<file path="src/rtl/div_cell_seq_7.sv">
// Restoring divider, one quotient bit per clock; rdy pulses 17 cycles after an accepted start (divide-by-zero: 1 cycle).
// start is taken only while idle or in the result cycle, and is ignored while busy.
module div_cell_seq_7 #(
   parameter int DIVIDEND_W = 16,
   parameter int DIVISOR_W  = 8
) (
   input  logic                  clk,
   input  logic                  rst_n,
   input  logic                  start,
   input  logic [DIVIDEND_W-1:0] dividend,
   input  logic [DIVISOR_W-1:0]  divisor,
   output logic                  busy,
   output logic                  rdy,
   output logic [DIVIDEND_W-1:0] quotient,
   output logic [DIVISOR_W-1:0]  remainder,
   output logic                  div_by_zero
);

   localparam int CNT_W = (DIVIDEND_W > 2) ? $clog2(DIVIDEND_W) : 1;

   typedef enum logic [1:0] {IDLE, CALC, DONE} state_t;

   state_t                  state_q;
   logic [CNT_W-1:0]        cnt_q;
   logic [DIVIDEND_W-1:0]   dq_q;
   logic [DIVISOR_W-1:0]    dsr_q;
   logic [DIVISOR_W-1:0]    p_q;
   logic [DIVIDEND_W-1:0]   quotient_q;
   logic [DIVISOR_W-1:0]    remainder_q;
   logic                    dbz_q;
   logic                    busy_q;
   logic                    rdy_q;

   logic [DIVISOR_W:0]      t_w;
   logic                    ge_w;
   logic [DIVISOR_W-1:0]    p_d;
   logic [DIVIDEND_W-1:0]   dq_d;

   // The partial remainder is always below the divisor, so its extra top bit is
   // only ever live inside the trial value t_w and need not be stored.
   // dq_q holds the unconsumed dividend bits and collects quotient bits at the LSB.
   always_comb begin
      t_w  = {p_q, dq_q[DIVIDEND_W-1]};
      ge_w = (t_w >= {1'b0, dsr_q});
      p_d  = t_w[DIVISOR_W-1:0];
      if (ge_w) begin
         p_d = DIVISOR_W'(t_w - {1'b0, dsr_q});
      end
      dq_d = {dq_q[DIVIDEND_W-2:0], ge_w};
   end

   always_ff @(posedge clk or negedge rst_n) begin
      if (!rst_n) begin
         state_q     <= IDLE;
         cnt_q       <= '0;
         dq_q        <= '0;
         dsr_q       <= '0;
         p_q         <= '0;
         quotient_q  <= '0;
         remainder_q <= '0;
         dbz_q       <= 1'b0;
         busy_q      <= 1'b0;
         rdy_q       <= 1'b0;
      end else begin
         rdy_q <= 1'b0;
         case (state_q)
            IDLE, DONE: begin
               state_q <= IDLE;
               busy_q  <= 1'b0;
               if (start) begin
                  dq_q  <= dividend;
                  dsr_q <= divisor;
                  p_q   <= '0;
                  cnt_q <= CNT_W'(DIVIDEND_W - 1);
                  if (divisor == '0) begin
                     state_q     <= DONE;
                     rdy_q       <= 1'b1;
                     quotient_q  <= '1;
                     remainder_q <= '0;
                     dbz_q       <= 1'b1;
                  end else begin
                     state_q <= CALC;
                     busy_q  <= 1'b1;
                  end
               end
            end
            CALC: begin
               dq_q <= dq_d;
               p_q  <= p_d;
               if (cnt_q == '0) begin
                  state_q     <= DONE;
                  busy_q      <= 1'b0;
                  rdy_q       <= 1'b1;
                  quotient_q  <= dq_d;
                  remainder_q <= p_d;
                  dbz_q       <= 1'b0;
               end else begin
                  cnt_q <= cnt_q - CNT_W'(1);
               end
            end
            default: begin
               state_q <= IDLE;
               busy_q  <= 1'b0;
            end
         endcase
      end
   end

   assign busy        = busy_q;
   assign rdy         = rdy_q;
   assign quotient    = quotient_q;
   assign remainder   = remainder_q;
   assign div_by_zero = dbz_q;

endmodule

</file>
<file path="config.mk">
export PLATFORM = sky130hd
export DESIGN_NAME = div_cell_seq_7
export DESIGN_NICKNAME = d
export VERILOG_FILES = /design/src/rtl/div_cell_seq_7.sv
export SDC_FILE = /design/constraint.sdc
export NUM_CORES = 1
export LEC_CHECK = 0
export BUFFER_PORTS_ARGS = -buffer_cell sky130_fd_sc_hd__buf_2
export CORE_MARGIN = 3
export CORE_UTILIZATION = 43
export DETAILED_ROUTE_END_ITERATION = 7
export PLACE_DENSITY = 0.67
export SETUP_SLACK_MARGIN = 0.15
export SLEW_MARGIN = 20
export SYNTH_ARGS = -nofsm -noshare
export SYNTH_HDL_FRONTEND = slang
export SYNTH_SLANG_ARGS = --single-unit
export TNS_END_PERCENT = 1
</file>
<file path="constraint.sdc">
create_clock -name clk -period 2.2 [get_ports clk]
set_input_delay 0.44 -clock clk [delete_from_list [all_inputs] [get_ports clk]]
set_output_delay 0.44 -clock clk [all_outputs]
set_load 0.01 [all_outputs]
</file>
==> run metrics, run 1 <==
Area contributors post-synth=dfrtp_1 (51%), nor2_1 (8.6%), o211ai_1 (4.1%), ha_1 (3.6%), nand2_1 (3.2%); Syn Nets=around 370; clock tree buffer depth=2; Top Metal Used=met4; Final nets=between 400 and 500; cell taking the most area after synthesis=dfrtp_1; Setup crit start kind=register; Max Cap Viol=0; Core Area=around 7000 um^2; leading cell type by number of instances after synthesis=nor2_1; Main synth FF type=dfrtp_1; pin count of the biggest net entering global routing=65; vias in the first global route=~2700; distinct cell type count of the synthesized netlist=46; setup slack at placement=~0.00021 ns; reg2reg path depth=5; worst skew pair latency=roughly 0.34 ns; number of synthesized flops with an enable pin=0; endpoint class of the critical path=register; Max Clock Skew=around 0.012 ns; Fmax achieved=approximately 490 MHz; CTS clk-pin slew, worst paths=roughly 0.080 ns; IO Count=54; setup TNS=0 ns; TritonRoute pass-1 iters=4; part of the cycle the worst path needs=0.9353; die height=91.33 um; htree depth=3; fraction of layout cells with a size suffix above 1=0.3220; drt total wl=7.585 mm; Initial Utilization=0.4508; Final Hold Fails=0; DRC=0; status=complete, no violations; Layout fillers=between 600 and 700; global-route wire length before repair=around 13 mm; DR WL/cell=between 10 and 15 um; diodes inserted=0; metal3 WL=336 um; endpoints failing setup=0; metal2 WL=between 3 and 4 mm; Port Buffers=53; worst flop-to-flop path startpoint=p_q[3]$_DFFE_PN0P_; cells after synthesis=330; post-route ant nets=0; fin crit period=~2 ns; grt ovf=0; sequential area share after synthesis=0.5116; final worst slack=roughly 0.14 ns; Vias=approximately 2700; Vias/cell=approximately 5.4; Tightest Hold Check Type=in -> async; critical path peak fanout=5; post-synthesis async set-or-reset flop share=1.000; share of Yosys cell area claimed by the top area cell type=0.5116; PD cells=around 1800 nW/um^2; Iter 0 DRT Violations=124; syn avg cell area=~9.5 um^2; CTS tree=built; FF-to-FF setup slack=around 0.14 ns; RR Endpoint=p_q[1]$_DFFE_PN0P_; Rows=30; VDD IR-drop max=roughly 1100 uV; synth warn=0; CP arrival=between 2 and 2.5 ns; Syn-to-layout area delta=28.54%; Die Area=8340 um^2; Post-DP HPWL=between 5 and 6 mm; Slew Limit Fails=0; final hold slack=approximately 0.09 ns; Root Buffer=clkbuf_8; relative slew slack=0.6436; RSZ-0062 raised after global routing=true; Tightest Pin Transition=between 0.5 and 0.6 ns; top post-synthesis cells by count=nor2_1 (72), dfrtp_1 (64), nand2_1 (27); area of the mapped netlist=3131 um^2; Crit Path Class=reg -> reg; Tot Pwr=around 7.4 mW; Lkg Pwr=approximately 1.8 nW; gr usage total=0.1866; initial antenna violation count=0; Seq cells post-synth=64; WL met1=3.456 mm; Die X=between 90 and 100 um; routability cong.=roughly 0.84; CP Data Required Time=around 2.4 ns; CTS sink cnt=64; CTS buffer count=9
==> stage by stage <==
step / util / std cells / instance area (um^2)
floorplan: - / 330 / 3131
global placement: 0.5151 / 479 / 3577
detailed placement: 0.5151 / 479 / 3577
CTS: 0.5649 / 501 / 3923
global route: 0.5795 / 506 / 4024
finish: 0.5795 / 506 / 4024
==> metal layers <==
layer,vias up,track usage
met5,-,0
met4,0,0.09422
met3,22,0.03480
met2,88,0.2912
met1,1318,0.2484
li1,1311,-
==> worst max-delay path by stage <==
stage | end | startpoint | slack, ns | cells after the start
final | p_q[1]$_DFFE_PN0P_ | p_q[3]$_DFFE_PN0P_ | 0.14 | 5
after global routing | p_q[4]$_DFFE_PN0P_ | p_q[3]$_DFFE_PN0P_ | 0.1 | 7
after CTS | remainder[6]$_DFFE_PN0P_ | dq_q[15]$_DFFE_PN0P_ | 0.14 | 8
after detailed placement | p_q[0]$_DFFE_PN0P_ | p_q[3]$_DFFE_PN0P_ | 0.0002 | 6
after global placement | remainder[1]$_DFFE_PN0P_ | p_q[3]$_DFFE_PN0P_ | 0.08 | 6
after floorplan | remainder[0]$_DFFE_PN0P_ | p_q[1]$_DFFE_PN0P_ | 0.22 | 6
==> where the power goes <==
group | internal (mW) | switching (mW)
registers | 1.77 | 0.376
clock network | 0.649 | 0.500
logic | 1.88 | 2.19
==> registers in the layout (all words and copies together) (netlist names) <==
register,flops
dsr_q,8
rdy,1
p_q,8
div_by_zero,1
cnt_q,4
state_q,1
busy,1
remainder,8
dq_q,16
quotient,16
==> critical path, cell delays in order, from the launching register on <==
cell     delay (ns)
dfrtp_2        0.45
ha_4           0.27
a21o_4         0.23
o31a_1         0.38
or3_4          0.36
a32o_1         0.25
==> what timing repair did <==
item,4_1_cts,5_1_grt
pin swaps,6,9
gates resized for setup,12,17
endpoints found under the setup margin,14,19
hold buffers,0,0
buffers inserted,5,5
endpoints found under the hold margin,0,0
gates cloned,1,0
==> cell families (layout without fill, tap and decap cells) <==
logic type	count (synthesis)	in the layout	share of synthesized area
adders and majority gates	10	10	0.04237
and+or+nand+nor	142	142	0.2046
muxes	8	8	0.02878
xor gates and xnor gates	4	4	0.01119
buffers and inverters	32	111	0.04716
DFF	64	64	0.5116
AOI/OAI and AO/OA	70	71	0.1543
==> area by class of cell <==
cell class | instances | area (um^2) | area share
clock inverter | 7 | 102.6 | 0.02550
inverter | 15 | 56.30 | 0.01399
sequential | 64 | 1604 | 0.3986
multi-input combinational | 235 | 1513 | 0.3759
tap | 96 | 120.1 | 0.02985
timing repair buffer | 80 | 504.2 | 0.1253
clock buffer | 9 | 123.9 | 0.03078
==> layout by cell type, fill, tap and decap left out, drive strengths merged, types with 2 or more instances in the layout <==
| cell | count |
|---|---|
| nor2 | 72 |
| ha | 9 |
| o211ai | 17 |
| o31ai | 2 |
| or3 | 3 |
| a211oi | 3 |
| o21ai | 8 |
| clkbuf | 9 |
| o31a | 2 |
| nor3 | 17 |
| nand2b | 6 |
| bufinv | 2 |
| dfrtp | 64 |
| nand4b | 3 |
| o22ai | 5 |
| clkinv | 2 |
| or4 | 3 |
| buf | 80 |
| nand2 | 27 |
| a32o | 6 |
| a2bb2oi | 2 |
| a21o | 3 |
| inv | 17 |
| nor2b | 2 |
| xor2 | 3 |
| nand3 | 3 |
| a21oi | 18 |
| mux2 | 8 |
No activity file was read; power rests on OpenSTA's default activity.
==> inputs of run 2 (changes only) <==
--- a/config.mk
+++ b/config.mk
@@ -6,10 +6,12 @@
 export NUM_CORES = 1
 export LEC_CHECK = 0
 export BUFFER_PORTS_ARGS = -buffer_cell sky130_fd_sc_hd__buf_2
+export CELL_PAD_IN_SITES_DETAIL_PLACEMENT = 1
+export CELL_PAD_IN_SITES_GLOBAL_PLACEMENT = 1
 export CORE_MARGIN = 3
-export CORE_UTILIZATION = 43
+export CORE_UTILIZATION = 42
 export DETAILED_ROUTE_END_ITERATION = 7
-export PLACE_DENSITY = 0.67
+export PLACE_DENSITY = 0.81
 export SETUP_SLACK_MARGIN = 0.15
 export SLEW_MARGIN = 20
 export SYNTH_ARGS = -nofsm -noshare
==> run 2 against run 1 <==
  * Global-route usage up 4.4 points
  * Register-to-register slack worse by 0.11 ns
  * Worst hold slack worse by 0.022 ns
  * Worst setup slack worse by 0.11 ns
  * First-iteration DRC count up 22%
  * Sequential share of layout area down 0.28 points
  * Non-clock buffer count down 1
  * Utilization down 0.12 points
  * Cell area up 0.87%
==> run metrics, run 2 (synthesis results as in run 1) <==
FF-to-FF setup slack=0.04 ns; Slew Limit Fails=0; commonest non-fill, non-tap cells in the layout=nor2_1 (68), dfrtp_1 (60), buf_2 (53); diodes inserted=0; relative slew slack=0.6216; Post-DP HPWL=between 6 and 7 mm; endpoint class of the critical path=register; routability cong.=roughly 0.82; Layout fillers=815; Max Clock Skew=between 0.01 and 0.015 ns; IO Count=between 50 and 60; Reg area=1607 um^2; Vias=2843; Iter 0 DRT Violations=~150; Multi-input gate area=1540 um^2; post-route ant nets=0; Setup crit start kind=register; initial antenna violation count=0; TritonRoute pass-1 iters=4; CTS buffer count=9; VDD IR-drop max=roughly 710 uV; CTS sink cnt=64; global-route wire length before repair=between 15 and 20 mm; grt ovf=0; pin count of the biggest net entering global routing=65; Initial Utilization=0.4460; CTS tree=built; CTS clk-pin slew, worst paths=roughly 0.07 ns; DP Cell Count=~480; drt total wl=9.665 mm; RSZ-0062 raised after global routing=true; Fmax achieved=around 460 MHz; Vias/cell=~5.6; PD cells=1928 nW/um^2; Crit Path Class=reg -> reg; vias in the first global route=between 2000 and 3000; clock tree buffer depth=2; CP Data Required Time=2.43 ns; status=complete, no violations; Max Cap Viol=0; DRC=0; fraction of layout cells with a size suffix above 1=0.3252; DR WL/cell=between 15 and 20 um; hold_buf cts=0; Tightest Pin Transition=approximately 0.57 ns; Die Area=8526 um^2; Tightest Hold Check Type=in -> async; most common cell after layout, fill and taps aside=nor2_1; final worst slack=0.03541 ns; setup slack at placement=-0.06514 ns; Layout Cells excl Fill=~510; Final Hold Fails=0; critical path peak fanout=5; Rows=30; gr usage total=0.2305; CP arrival=~2.4 ns; Port Buffers=53; Lkg Pwr=about 1.8 nW; endpoints failing setup=0; Root Buffer=clkbuf_8; worst skew pair latency=about 0.35 ns; Syn-to-layout area delta=29.66%; part of the cycle the worst path needs=0.9839; die height=92.34 um; Final nets=between 400 and 500; Tot Pwr=a little under 8 mW; fin crit period=~2.2 ns; Core Area=about 7000 um^2; RR Endpoint=remainder[0]$_DFFE_PN0P_; Die X=between 90 and 100 um; worst flop-to-flop path startpoint=p_q[1]$_DFFE_PN0P_; reg2reg path depth=7; htree depth=3
## run 2: cell count changes in the layout (fill, tap and decap cells not counted), sizes merged
| cell | previous run | this run |
|---|---|---|
| buf | 80 | 79 |
| bufinv | 2 | 3 |
| clkinv | 2 | 1 |
| clkinvlp | 1 | 2 |
| inv | 17 | 16 |
## run 2: worst max-delay path by stage
stage,cells past startpoint,to,from,slack (ns)
2_1_floorplan,6,remainder[0]$_DFFE_PN0P_,p_q[1]$_DFFE_PN0P_,0.22
3_3_place_gp,7,remainder[7]$_DFFE_PN0P_,p_q[3]$_DFFE_PN0P_,-0.01
4_1_cts,8,remainder[6]$_DFFE_PN0P_,dq_q[15]$_DFFE_PN0P_,0.11
3_5_place_dp,7,p_q[7]$_DFFE_PN0P_,p_q[3]$_DFFE_PN0P_,-0.07
5_1_grt,8,remainder[6]$_DFFE_PN0P_,dq_q[15]$_DFFE_PN0P_,-0.02
6_report,7,remainder[0]$_DFFE_PN0P_,p_q[1]$_DFFE_PN0P_,0.04
## run 2: layout make-up
| type | instances | share of cell area |
|---|---|---|
| clock inverters | 7 | 0.02928 |
| multi-input cells | 235 | 0.3795 |
| clock buffers | 9 | 0.03052 |
| inverters | 15 | 0.01387 |
| flip-flops and latches | 64 | 0.3958 |
| repair buffers | 79 | 0.1215 |
| well taps | 96 | 0.02959 |
## run 2: where the power goes
part | switching (mW) | total [mW] | internal (mW) | leakage (nW)
Combinational | 2.44 | 4.36 | 1.92 | 0.986
Sequential | 0.445 | 2.22 | 1.77 | 0.740
Clock | 0.495 | 1.25 | 0.754 | 0.116
## run 2: through the flow
stage	hold slack (ns)	utilization	instance area, um^2	setup TNS [ns]
floorplan	0.1444	-	3131	0
global placement	0.4661	0.5096	3577	-0.02433
detailed placement	0.4751	0.5096	3577	-0.1789
CTS	0.1013	0.5626	3949	0
global route	0.1159	0.5783	4059	-0.01516
finish	0.06814	0.5783	4059	0
## run 2: worst max-delay path: stages (launching register included)
cell and delay [ns]:
dfrtp_1 0.44, ha_4 0.32, buf_6 0.12, nand3_1 0.13, nor2_2 0.19, o31a_1 0.31
o21ai_0 0.21, a32o_1 0.32
## run 2: metal layers
metal / part of all wire / GRT usage / up-vias / wire, um
met5: 0 / 0 / - / 0
met4: 0.016 / 0.07054 / 0 / 159
met3: 0.051 / 0.05524 / 19 / 492
met2: 0.50 / 0.3807 / 86 / 4843
met1: 0.43 / 0.3006 / 1440 / 4169
li1: - / - / 1298 / -
## run 2: timing repair
item / CTS / global route
pin swaps: 6 / 7
cloned: 1 / 0
buffers inserted: 5 / 4
gates resized for setup: 14 / 18
endpoints found under the setup margin: 26 / 33
==> inputs of run 3 (changes only) <==
--- a/config.mk
+++ b/config.mk
@@ -5,7 +5,7 @@
 export SDC_FILE = /design/constraint.sdc
 export NUM_CORES = 1
 export LEC_CHECK = 0
-export BUFFER_PORTS_ARGS = -buffer_cell sky130_fd_sc_hd__buf_2
+export BUFFER_PORTS_ARGS = -buffer_cell sky130_fd_sc_hd__buf_4
 export CELL_PAD_IN_SITES_DETAIL_PLACEMENT = 1
 export CELL_PAD_IN_SITES_GLOBAL_PLACEMENT = 1
 export CORE_MARGIN = 3
@@ -13,6 +13,7 @@
 export DETAILED_ROUTE_END_ITERATION = 7
 export PLACE_DENSITY = 0.81
 export SETUP_SLACK_MARGIN = 0.15
+export SKIP_CTS_REPAIR_TIMING = 1
 export SLEW_MARGIN = 20
 export SYNTH_ARGS = -nofsm -noshare
 export SYNTH_HDL_FRONTEND = slang
==> run 3 against run 2 <==
  * Clock skew is 0.0011 ns lower
  * Non-clock buffer count is 5 lower
  * Utilization is 0.071 points lower
  * Cell count is 1.2% lower
  * Combinational power hardly changed
  * Sequential cell count stayed put
  * Critical path type unchanged
  * First-iteration DRC count is 5.3% lower
  * Via count is 2.9% lower
==> run metrics, run 3 (synthesis results as in run 1) <==
Port Buffers=53; CP arrival=roughly 2.3 ns; Fmax achieved=477.3 MHz; commonest non-fill, non-tap cells in the layout=buf_4 (72), nor2_1 (68), dfrtp_1 (63); Die Area=approximately 8500 um^2; pin count of the biggest net entering global routing=65; reg2reg path depth=6; Rows=30; gr usage total=0.2086; Setup crit start kind=register; CTS clk-pin slew, worst paths=0.06 ns; TritonRoute pass-1 iters=4; Crit Path Class=reg -> reg; VDD IR-drop max=between 600 and 700 uV; post-route ant nets=0; RSZ-0062 raised after global routing=true; final hold slack=between 0.15 and 0.2 ns; Tightest Pin Transition=a little over 0.8 ns; IO Count=between 50 and 60; initial antenna violation count=0; Final Hold Fails=0; CTS sink cnt=64; DP Area=between 3000 and 4000 um^2; FF-to-FF setup slack=0.10 ns; most common cell after layout, fill and taps aside=buf_4; Syn-to-layout area delta=29.50%; CP Data Required Time=between 2 and 2.5 ns; worst skew pair latency=between 0.3 and 0.4 ns; Post-DP HPWL=6.110 mm; setup slack at placement=0.005508 ns; final worst slack=~0.10 ns; CTS tree=built; DR WL/cell=between 15 and 20 um; Iter 0 DRT Violations=143; PD cells=~1800 nW/um^2; worst flop-to-flop path startpoint=p_q[0]$_DFFE_PN0P_; Die X=around 92 um; fin crit period=2.095 ns; Final nets=436; Initial Utilization=0.4460; Tot Pwr=approximately 7.4 mW; Slew Limit Fails=0; status=complete, no violations; clock tree buffer depth=2; critical path peak fanout=5; RR Endpoint=p_q[0]$_DFFE_PN0P_; global-route wire length before repair=14.15 mm; Lkg Pwr=1.828 nW; vias in the first global route=2840; final instance area=between 4000 and 5000 um^2; diodes inserted=0; Vias/cell=5.531; grt ovf=0; routability cong.=0.8325; Core Area=7019 um^2; DRC=0; Max Cap Viol=0; Root Buffer=clkbuf_8; die height=92.34 um; Max Clock Skew=about 0.011 ns; htree depth=3; relative slew slack=0.4616; drt total wl=9.238 mm; endpoint class of the critical path=register; part of the cycle the worst path needs=0.9523; Vias=2760; CTS buffer count=9; endpoints failing setup=0; fraction of layout cells with a size suffix above 1=0.3151; Tightest Hold Check Type=in -> async
[run 3: changes by cell type in the layout (fill, tap and decap cells not counted), moves of 2 or more]
cell,change
clkbuf_8,+2
nand2_2,+2
dfrtp_2,-3
o21ai_0,-3
buf_2,-53
o21ai_1,+2
dfrtp_1,+3
buf_4,+50
bufinv_16,-3
ha_4,-2
[run 3: area by class of cell]
class                      instances  area (um^2)
timing repair buffer              74        571.8
sequential                        64         1603
tap                               96        120.1
fill                             833         2965
multi-input combinational        235         1530
clock buffer                      12        155.1
clock inverter                     3        17.52
inverter                          15        56.30
[run 3: how the worst max path moves through the flow]
stage          slack [ns]            startpoint                        to
3_3_place_gp         0.09    p_q[3]$_DFFE_PN0P_  remainder[0]$_DFFE_PN0P_
3_5_place_dp        0.006    p_q[3]$_DFFE_PN0P_        p_q[1]$_DFFE_PN0P_
2_1_floorplan        0.22    p_q[1]$_DFFE_PN0P_  remainder[0]$_DFFE_PN0P_
6_report             0.10    p_q[0]$_DFFE_PN0P_        p_q[0]$_DFFE_PN0P_
4_1_cts             -0.02    p_q[3]$_DFFE_PN0P_        p_q[1]$_DFFE_PN0P_
5_1_grt              0.03  dsr_q[1]$_DFFE_PN0P_        p_q[0]$_DFFE_PN0P_
[run 3: layer usage]
layer	GRT usage	share of wire	wire (um)
met1	0.2894	0.44	4030
met5	0	0	0
met2	0.3311	0.51	4670
met3	0.04549	0.045	412
met4	0.05569	0.014	126
[run 3: worst max-delay path: stages, from the launching register on]
cell and delay (ns):
dfrtp_1 0.43, ha_1 0.36, nand2b_4 0.09, a211oi_4 0.34, o31a_1 0.33, o21ai_1 0.14
a32o_1 0.29
[run 3: metrics by stage]
stage                       util  cells  setup TNS (ns)
after global routing      0.5775    499               0
final                     0.5775    499               0
after global placement    0.5257    478               0
after floorplan                -    330               0
after detailed placement  0.5257    478               0
after CTS                 0.5503    493        -0.02627
[run 3: power breakdown]
group	switching (mW)	internal (mW)	total [mW]
Clock	0.442	0.461	0.902
Sequential	0.441	1.77	2.21
Combinational	2.39	1.94	4.33
